### src/rtl/test_pkg.sv
// Shared opcode, state and command types for the command issue path
// feeding test_mod.
package test_pkg;

  typedef logic [2:0] chris_t;

  localparam chris_t OP_NOP   = 3'd0;
  localparam chris_t OP_FLUSH = 3'd7;

  typedef enum logic [1:0] {
    IDLE  = 2'd0,
    ISSUE = 2'd1,
    FLUSH = 2'd2
  } cmd_state_e;

  typedef struct packed {
    chris_t      op;
    logic [7:0]  data;
  } cmd_t;

endpackage

### src/rtl/cmd_ring_buf.sv
// Circular command store behind the output register: storage,
// wrapping pointers and occupancy, with clear taking priority.
module cmd_ring_buf #(
  parameter int DEPTH = 4,
  parameter int W     = 11
) (
  input  logic                     clk,
  input  logic                     rst_n,
  input  logic                     i_push,
  input  logic                     i_pop,
  input  logic                     i_clear,
  input  logic [W-1:0]             i_wdata,
  output logic [W-1:0]             o_rdata,
  output logic [$clog2(DEPTH):0]   o_count,
  output logic                     o_empty
);
  import test_pkg::*;

  localparam int AW = $clog2(DEPTH);

  logic [W-1:0]  r_mem [DEPTH];
  logic [AW-1:0] r_wptr;
  logic [AW-1:0] r_rptr;
  logic [AW:0]   r_count;

  always_ff @(posedge clk) begin
    if (i_push && !i_clear)
      r_mem[r_wptr] <= i_wdata;
  end

  always_ff @(posedge clk or negedge rst_n) begin
    if (!rst_n) begin
      r_wptr  <= '0;
      r_rptr  <= '0;
      r_count <= '0;
    end else if (i_clear) begin
      r_wptr  <= '0;
      r_rptr  <= '0;
      r_count <= '0;
    end else begin
      if (i_push)
        r_wptr <= r_wptr + 1'b1;
      if (i_pop)
        r_rptr <= r_rptr + 1'b1;
      if (i_push && !i_pop)
        r_count <= r_count + 1'b1;
      else if (!i_push && i_pop)
        r_count <= r_count - 1'b1;
    end
  end

  assign o_rdata = r_mem[r_rptr];
  assign o_count = r_count;
  assign o_empty = (r_count == '0);

endmodule

### src/rtl/cmd_issue_queue.sv
// Command stage ahead of test_mod: drops NOPs, executes FLUSH locally,
// forwards everything else in order through a ring buffer.
module cmd_issue_queue #(
  parameter int DEPTH  = 4,
  parameter int DATA_W = 8
) (
  input  logic                     clk,
  input  logic                     rst_n,
  input  logic                     in_valid,
  output logic                     in_ready,
  input  logic [2:0]               in_op,
  input  logic [DATA_W-1:0]        in_data,
  output logic                     out_valid,
  input  logic                     out_ready,
  output logic [2:0]               out_op,
  output logic [DATA_W-1:0]        out_data,
  output logic [$clog2(DEPTH):0]   count,
  output logic [7:0]               nop_cnt,
  output logic                     busy
);
  import test_pkg::*;

  localparam int CW = $clog2(DEPTH) + 1;
  localparam int W  = 3 + DATA_W;

  cmd_state_e          r_state;
  cmd_state_e          w_state_nxt;
  logic                r_out_valid;
  chris_t              r_out_op;
  logic [DATA_W-1:0]   r_out_data;
  logic [7:0]          r_nop_cnt;

  logic                w_in_fire;
  logic                w_is_nop;
  logic                w_is_flush;
  logic                w_fwd;
  logic                w_flush_acc;
  logic                w_pop;
  logic                w_load;
  logic                w_bypass;
  logic                w_rb_push;
  logic                w_rb_pop;
  logic                w_rb_clear;
  logic                w_rb_empty;
  logic [W-1:0]        w_rb_rdata;
  logic [CW-1:0]       w_rb_count;
  logic [CW-1:0]       w_count;
  logic                w_busy_nxt;

  assign w_count = w_rb_count + CW'(r_out_valid);

  assign in_ready = rst_n && (w_count < CW'(DEPTH))
                  && (r_state != FLUSH);

  assign w_in_fire   = in_valid && in_ready;
  assign w_is_nop    = (in_op == OP_NOP);
  assign w_is_flush  = (in_op == OP_FLUSH);
  assign w_fwd       = w_in_fire && !w_is_nop && !w_is_flush;
  assign w_flush_acc = w_in_fire && w_is_flush;

  assign w_pop    = r_out_valid && out_ready;
  assign w_load   = !r_out_valid || w_pop;
  // An empty buffer lets a new command go straight to the output register.
  assign w_bypass   = w_load && w_rb_empty && w_fwd;
  assign w_rb_push  = w_fwd && !w_bypass;
  assign w_rb_pop   = w_load && !w_rb_empty && !w_flush_acc;
  assign w_rb_clear = w_flush_acc || (r_state == FLUSH);

  cmd_ring_buf #(
    .DEPTH (DEPTH),
    .W     (W)
  ) u_rb (
    .clk     (clk),
    .rst_n   (rst_n),
    .i_push  (w_rb_push),
    .i_pop   (w_rb_pop),
    .i_clear (w_rb_clear),
    .i_wdata ({in_op, in_data}),
    .o_rdata (w_rb_rdata),
    .o_count (w_rb_count),
    .o_empty (w_rb_empty)
  );

  always_ff @(posedge clk or negedge rst_n) begin
    if (!rst_n) begin
      r_out_valid <= 1'b0;
      r_out_op    <= '0;
      r_out_data  <= '0;
    end else if (w_flush_acc || r_state == FLUSH) begin
      r_out_valid <= 1'b0;
    end else if (w_load) begin
      if (!w_rb_empty) begin
        r_out_valid <= 1'b1;
        r_out_op    <= w_rb_rdata[W-1 -: 3];
        r_out_data  <= w_rb_rdata[DATA_W-1:0];
      end else if (w_fwd) begin
        r_out_valid <= 1'b1;
        r_out_op    <= in_op;
        r_out_data  <= in_data;
      end else begin
        r_out_valid <= 1'b0;
      end
    end
  end

  always_ff @(posedge clk or negedge rst_n) begin
    if (!rst_n)
      r_nop_cnt <= '0;
    else if (w_in_fire && w_is_nop && r_nop_cnt != 8'hFF)
      r_nop_cnt <= r_nop_cnt + 8'd1;
  end

  always_ff @(posedge clk or negedge rst_n) begin
    if (!rst_n)
      r_state <= IDLE;
    else
      r_state <= w_state_nxt;
  end

  // Stage stays busy while anything remains after this cycle's traffic.
  assign w_busy_nxt = w_fwd || (w_count > CW'(w_pop));

  always_comb begin
    w_state_nxt = r_state;
    unique case (r_state)
      IDLE, ISSUE: begin
        if (w_flush_acc)
          w_state_nxt = FLUSH;
        else if (w_busy_nxt)
          w_state_nxt = ISSUE;
        else
          w_state_nxt = IDLE;
      end
      FLUSH:   w_state_nxt = IDLE;
      default: w_state_nxt = IDLE;
    endcase
  end

  assign out_valid = r_out_valid;
  assign out_op    = r_out_op;
  assign out_data  = r_out_data;
  assign count     = w_count;
  assign nop_cnt   = r_nop_cnt;
  assign busy      = (r_state != IDLE);

endmodule

### config.mk
export PLATFORM = sky130hd
export DESIGN_NAME = cmd_issue_queue
export DESIGN_NICKNAME = d
export VERILOG_FILES = /design/src/rtl/test_pkg.sv /design/src/rtl/cmd_ring_buf.sv /design/src/rtl/cmd_issue_queue.sv
export SDC_FILE = /design/constraint.sdc
export NUM_CORES = 1
export LEC_CHECK = 0
export ABC_AREA = 1
export BUFFER_PORTS_ARGS = -buffer_cell sky130_fd_sc_hd__clkbuf_2
export CELL_PAD_IN_SITES_DETAIL_PLACEMENT = 1
export CELL_PAD_IN_SITES_GLOBAL_PLACEMENT = 2
export CORE_AREA = 2 2 99 101
export DETAILED_ROUTE_END_ITERATION = 10
export DIE_AREA = 0 0 101 103
export GPL_ROUTABILITY_DRIVEN = 0
export PLACE_DENSITY = 0.85
export SYNTH_ARGS = -nofsm -noshare
export SYNTH_HDL_FRONTEND = slang
export SYNTH_SLANG_ARGS = --single-unit
### constraint.sdc
create_clock -name clk -period 3.1 [get_ports clk]
set_input_delay 0.31 -clock clk [delete_from_list [all_inputs] [get_ports clk]]
set_output_delay 0.31 -clock clk [all_outputs]
set_load 0.005 [all_outputs]
# [Yosys cells after proc, flatten, opt, wreduce, memory -nomap -nowiden]
# Memories as Yosys holds them, arrays and structs flattened.
# Index checks and enable logic that the tools add are counted.
[word_totals] n_memories=1 latchBits=0 ramBits=44 mem_bits_ro=0 inputBits=15 wordCells=83 out_inout_bits=25 regBits=29
[memory_table] name="u_rb.r_mem" depth=4 word_bits=11 read_ports=1 rd_ports_with_merged_regs=0 write_ports=1 line="cmd_ring_buf.sv:21" source="logic [W-1:0] r_mem [DEPTH];"
[classes] n_shift=0 n_bitwise=1 div=0 n_addsub=6 n_mux=20 n_mul=0 reduce_logical=39 n_lt_le_gt_ge=2 eq_ne=6
[op_table] op="$logic_and 1x1->1" count=17
[op_table] op="$mux 8" count=2
[op_table] op="$mux 3" count=5
[op_table] op="$mux 2" count=6
[op_table] op="$logic_not 1->1" count=9
[op_table] op="$add 8x1->8 const B" count=1
[op_table] op="$ne 8x8->1 const B" count=1
[op_table] op="$reduce_bool 2->1" count=4
[op_table] op="$mux 1" count=7
[op_table] op="$logic_not 3->1" count=2
[op_table] op="$add 2x1->2 const B" count=2
[op_table] op="$ne 2x2->1 const B" count=2
[op_table] op="$add 3x1->3" count=1
[op_table] op="$add 3x1->3 const B" count=1
[op_table] op="$eq 3x3->1 const B" count=1
[op_table] op="$gt 3x1->1" count=1
[op_table] op="$logic_or 1x1->1" count=3
[op_table] op="$lt 3x3->1 const B" count=1
[op_table] op="$reduce_and 3->1" count=1
[op_table] op="$reduce_bool 3->1" count=1
[op_table] op="$sub 3x1->3 const B" count=1
[op_table] op="$eq 2x1->1 const B" count=1
[op_table] op="$eq 2x2->1 const B" count=1
[op_table] op="$logic_not 2->1" count=1
[op_table] op="other kinds (2)" count=2

# [Longest topological paths before layout]
[logic_depth] word_depth=15 mapped_depth=15 ltp_nobuf=15

# [By module]
# Synthesis repeated with hierarchy kept, for this count alone.
[unflattened] hier_cells=322 hier_area_um2=3389.5
[by_module_without_submodules] mod="cmd_ring_buf" cells_per_inst=165 area_each_um2=2069.5 seq_area_each_um2=1496.4 instances=1
[by_module_without_submodules] mod="cmd_issue_queue" cells_per_inst=157 area_each_um2=1320.0 seq_area_each_um2=550.5 instances=1

# [Least setup slack after synthesis]
# Ideal clock, no wire load.
[synth_path] path_type="reg-to-reg" startpoint="register r_out_valid (netlist: out_valid)" endpoint="register u_rb.r_count[2] (netlist: u_rb.o_count[2])" stages_incl_launch_ff=15 required_ns=2.982 path_buffers=0 period_less_slack_ns=2.401 setup_ns=0.118 slack_ns=0.699 arrival_ns=2.283 path_cell_list="dfrtp_1 ha_1 ha_1 nand2_1 nand2_2 nand3_2 nor2_2 nand2_1 inv_1 ha_1 fa_1 a21oi_1 o21ai_0 xor2_1 nor2_1"
[synth_between] elab_chain_len=13 elab_cells_between_ends=26 classes_between="1 x add/sub; 1 x order compare; 2 x mux; 22 x reduce/logical"
[synth_rtl] item="start, declared" line="cmd_issue_queue.sv:28" source="logic r_out_valid;"
[synth_rtl] item="start signal, assigned" line="cmd_issue_queue.sv:86" source="r_out_valid <= 1'b0;"
[synth_rtl] item="start signal, assigned" line="cmd_issue_queue.sv:90" source="r_out_valid <= 1'b0;"
[synth_rtl] item="start signal, assigned" line="cmd_issue_queue.sv:93" source="r_out_valid <= 1'b1;"
[synth_rtl] item="$add 3x1->3" line="cmd_issue_queue.sv:50" source="assign w_count = w_rb_count + CW'(r_out_valid);"
[synth_rtl] item="$lt 3x3->1" line="cmd_issue_queue.sv:52" source="assign in_ready = rst_n && (w_count < CW'(DEPTH))"
[synth_rtl] item="$logic_and 1x1->1" line="cmd_issue_queue.sv:52"
[synth_rtl] item="$logic_and 1x1->1" line="cmd_issue_queue.sv:53" source="&& (r_state != FLUSH);"
[synth_rtl] item="$logic_and 1x1->1" line="cmd_issue_queue.sv:55" source="assign w_in_fire = in_valid && in_ready;"
[synth_rtl] item="$logic_and 1x1->1 (2 in a row)" line="cmd_issue_queue.sv:58" source="assign w_fwd = w_in_fire && !w_is_nop && !w_is_flush;"
[synth_rtl] item="$logic_and 1x1->1" line="cmd_issue_queue.sv:64" source="assign w_bypass = w_load && w_rb_empty && w_fwd;"
[synth_rtl] item="$logic_not 1->1" line="cmd_issue_queue.sv:65" source="assign w_rb_push = w_fwd && !w_bypass;"
[synth_rtl] item="$logic_and 1x1->1" line="cmd_issue_queue.sv:65"
[synth_rtl] item="$logic_and 1x1->1 or $logic_not 1->1 (tied branches)" line="cmd_ring_buf.sv:45, cmd_ring_buf.sv:47"
[synth_rtl] item="$mux 3 or $logic_and 1x1->1 (tied branches)" line="cmd_ring_buf.sv:45, cmd_ring_buf.sv:47"
[synth_rtl] item="$mux 3 or $reduce_bool 3->1 (tied branches)"
[synth_rtl] item="end signal, assigned" line="cmd_ring_buf.sv:46" source="r_count <= r_count + 1'b1;"
[synth_rtl] item="end signal, assigned" line="cmd_ring_buf.sv:48" source="r_count <= r_count - 1'b1;"
[synth_rtl] item="end, declared" line="cmd_ring_buf.sv:24" source="logic [AW:0] r_count;"
# Several ways; a longest one is shown, not always the timed one.
# A chain may end at the register's enable or synchronous reset.

# [Worst setup path in the final report]
# Same ends and word-level chain as after synthesis.

==> flow_metrics.tcl <==
set metrics [dict create \
    clock_skew_ns 0.0114 \
    synth-edff-count 44 \
    required_ns 3.38 \
    power_density_nw_per_um2 890 \
    io_pins 40 \
    post_cts_buffers 0 \
    max-cap-violations 0 \
    relSlewSlack_pct 48.5 \
    grtUsageTotal_pct 16.2 \
    min_period_over_period_pct 83.6 \
    crit_fanout 8 \
    pre_cts_slack_ns 0.530 \
    path_class "flip-flop to flip-flop" \
    clk_path_buf_depth 2 \
    synth_cell_types 28 \
    stdcell_count 513 \
    yosys_warnings 0 \
    drt.antenna.violating_nets 0 \
    antenna_cells 0 \
    synth_top_family_by_area "simple AND/OR/NAND/NOR gates" \
    synth.most_common_cell "nand2_1" \
    final-setup-viol-count 0 \
    fmax_mhz 386 \
    clockRootBuffer "clkbuf_8" \
    synth_commonest_cells "115 x nand2_1, 56 x nand3_1, 44 x edfxtp_1" \
    crit_path_end_kind "flip-flop" \
    synth_seq_cells 73 \
    grt_start_max_net_pins 31 \
    antenna_found_initial 0 \
    synthSimpleGateAreaFrac_pct 26.5 \
    rsz0062_at_grt "no" \
    synth_compound_area_share_pct 2.10 \
    worstMarginPinSlew_ns 0.771 \
    cts_tree "done" \
    worstPathArrival_ns 2.88 \
    start_util_pct 35.9 \
    finalCriticalPeriod_ns 2.59 \
    syn_nets 371 \
    cp-start-kind "flip-flop" \
    synth-main-ff-cell "edfxtp_1" \
    clock_latency_ns 0.35 \
    die_area_sq_um 10400 \
    routed_wl_um 7980 \
    numCtsBuffers 9 \
    synthToLayoutAreaGrowth_pct 15.9 \
    hold_viol_final 0 \
    synthXorXnorAreaFrac_pct 2.06 \
    synth_top_area_share_pct 38.9 \
    yosysTopAreaCell "edfxtp_1" \
    syn_area_per_cell_sq_um 9.81 \
    port_buffers 39 \
    dr.first_iter.drc_count 73 \
    grt_pass1_wl_um 12500 \
    hold_class "input pin to flip-flop" \
    synth_fa_ha_area_share_pct 3.91 \
    nNetsFinal 419 \
    stdcell_area_sq_um 3940 \
    tns_ns 0 \
    wl_per_cell_um 15.6 \
    die_x_um 101 \
    rows 36 \
    postPlaceCellArea_sq_um 3730 \
    drv_slew 0 \
    synth_area_leaders "edfxtp_1 39%, dfrtp_1 21%, nand2_1 13%" \
    whs_path_depth 1 \
    via_count 2485 \
    drc 0 \
    die_h_um 103 \
    path_clk_slew_ns 0.08 \
    vias_per_cell 4.84 \
    synth_area_sq_um 3400 \
    final_util_pct 41.6 \
    overflow 0 \
    drt-pass1-iter-count 4 \
    holdWs_ns 0.197 \
    reg2reg_depth 14 \
    core_sq_um 9460 \
    report.power.total_mw 3.50 \
    drive_gt1_share_pct 19.8 \
    setup_slack_ns 0.508 \
    muxShareOfSynthArea_pct 0 \
    seq_area_frac_synth_pct 60.3 \
    synthArstFlopShare_pct 39.7 \
    cts_sinks 73 \
    htreeDepth 3 \
    leakagePower_nw 1.80 \
    syn_inst 346 \
    dp_hpwl_um 5440 \
    placedCellCount 496 \
    num-fill-cells 1103 \
    outcome "completed" \
    peakVddDrop_v 0.000364 \
    grt_pass1_vias 2471 \
]
## state kept, by name, summed over array words and instances, names as in the netlist
name,cells
u_rb.r_mem,44
out_valid,1
u_rb.r_rptr,2
out_data,8
u_rb.o_count,3
r_state,2
u_rb.r_wptr,2
nop_cnt,8
out_op,3
## repair_timing
action / in CTS / in global routing
endpoints found under the hold margin: 17 / 0
endpoints found under the setup margin: 0 / 0
hold buffers: 1 / 0
gates resized for setup: 0 / 0
## placed cells by master (no fill, tap or decap)
cell type        n
a21boi_2         1
a21oi_1          3
buf_4            8
bufinv_16        1
clkbuf_2        39
clkbuf_8         9
clkinv_1         1
clkinv_2         2
clkinv_4         2
dfrtp_1         29
dlygate4sd3_1    1
edfxtp_1        44
fa_1             1
ha_1             9
inv_1           26
inv_2            4
inv_6            1
nand2_1        115
nand2_2          4
nand2_4          1
nand3_1         56
nand3_2          3
nand4_4          1
nor2_1          15
nor2_2           1
nor2_4           1
nor3_1           2
nor3_2           1
nor3b_1          1
o21ai_0          9
xnor2_1          4
xor2_1           4
## layout make-up
cell class              count  area [sq um]  share of cell area, %
repair buffers             48           265                   6.74
well taps                 114           143                   3.62
inverters                  30           113                   2.86
multi-input cells         232          1170                   29.8
clock inverters             7          70.1                   1.78
flip-flops and latches     73          2050                   52.0
clock buffers               9           124                   3.15
## cell families after synthesis
logic type | after synthesis
adder cells (fa/ha/maj) | 10
buffers and inverters | 41
AND/OR/NAND/NOR | 201
AO/OA/AOI/OAI | 13
flip-flops | 73
XOR/XNOR | 8
## critical path, cell delays in order (launching register included)
cell and delay [ns]:
dfrtp_1 0.42, ha_1 0.21, ha_1 0.20, nand2_1 0.08
nand2_2 0.09, nand3_2 0.10, nor2_2 0.05, nand2_1 0.18
inv_1 0.09, ha_1 0.24, fa_1 0.38, a21oi_1 0.15
o21ai_0 0.11, xor2_1 0.15, nor2_1 0.09
## layer usage
metal	part of all wire, %	vias to the layer above	global-route usage [%]	wire length [um]
li1	-	1229	-	-
met1	45	1211	19.4	3590
met2	50	38	28.2	4000
met3	3.4	7	3.73	269
met4	1.6	0	6.76	124
met5	0	-	0	0
## final timing paths
check	startpoint	end	slack, ns
worst max register to register	out_valid	u_rb.o_count[2]	0.51
max in group asynchronous	rst_n	out_op[2]	2.27
worst max-delay path	out_valid	u_rb.o_count[2]	0.51
min in group asynchronous	rst_n	r_state[0]	0.55
worst min-delay path	in_data[4]	u_rb.r_mem[0][4]	0.20
worst min register to register	out_op[1]	out_op[1]	0.47
## power by group
group	internal [mW]	total (mW)	switching [mW]
sequential	1.23	1.34	0.111
combinational	0.513	1.42	0.911
clock	0.372	0.742	0.370
total	2.11	3.50	1.39
Note: power is estimated with default switching activity, not from simulation.
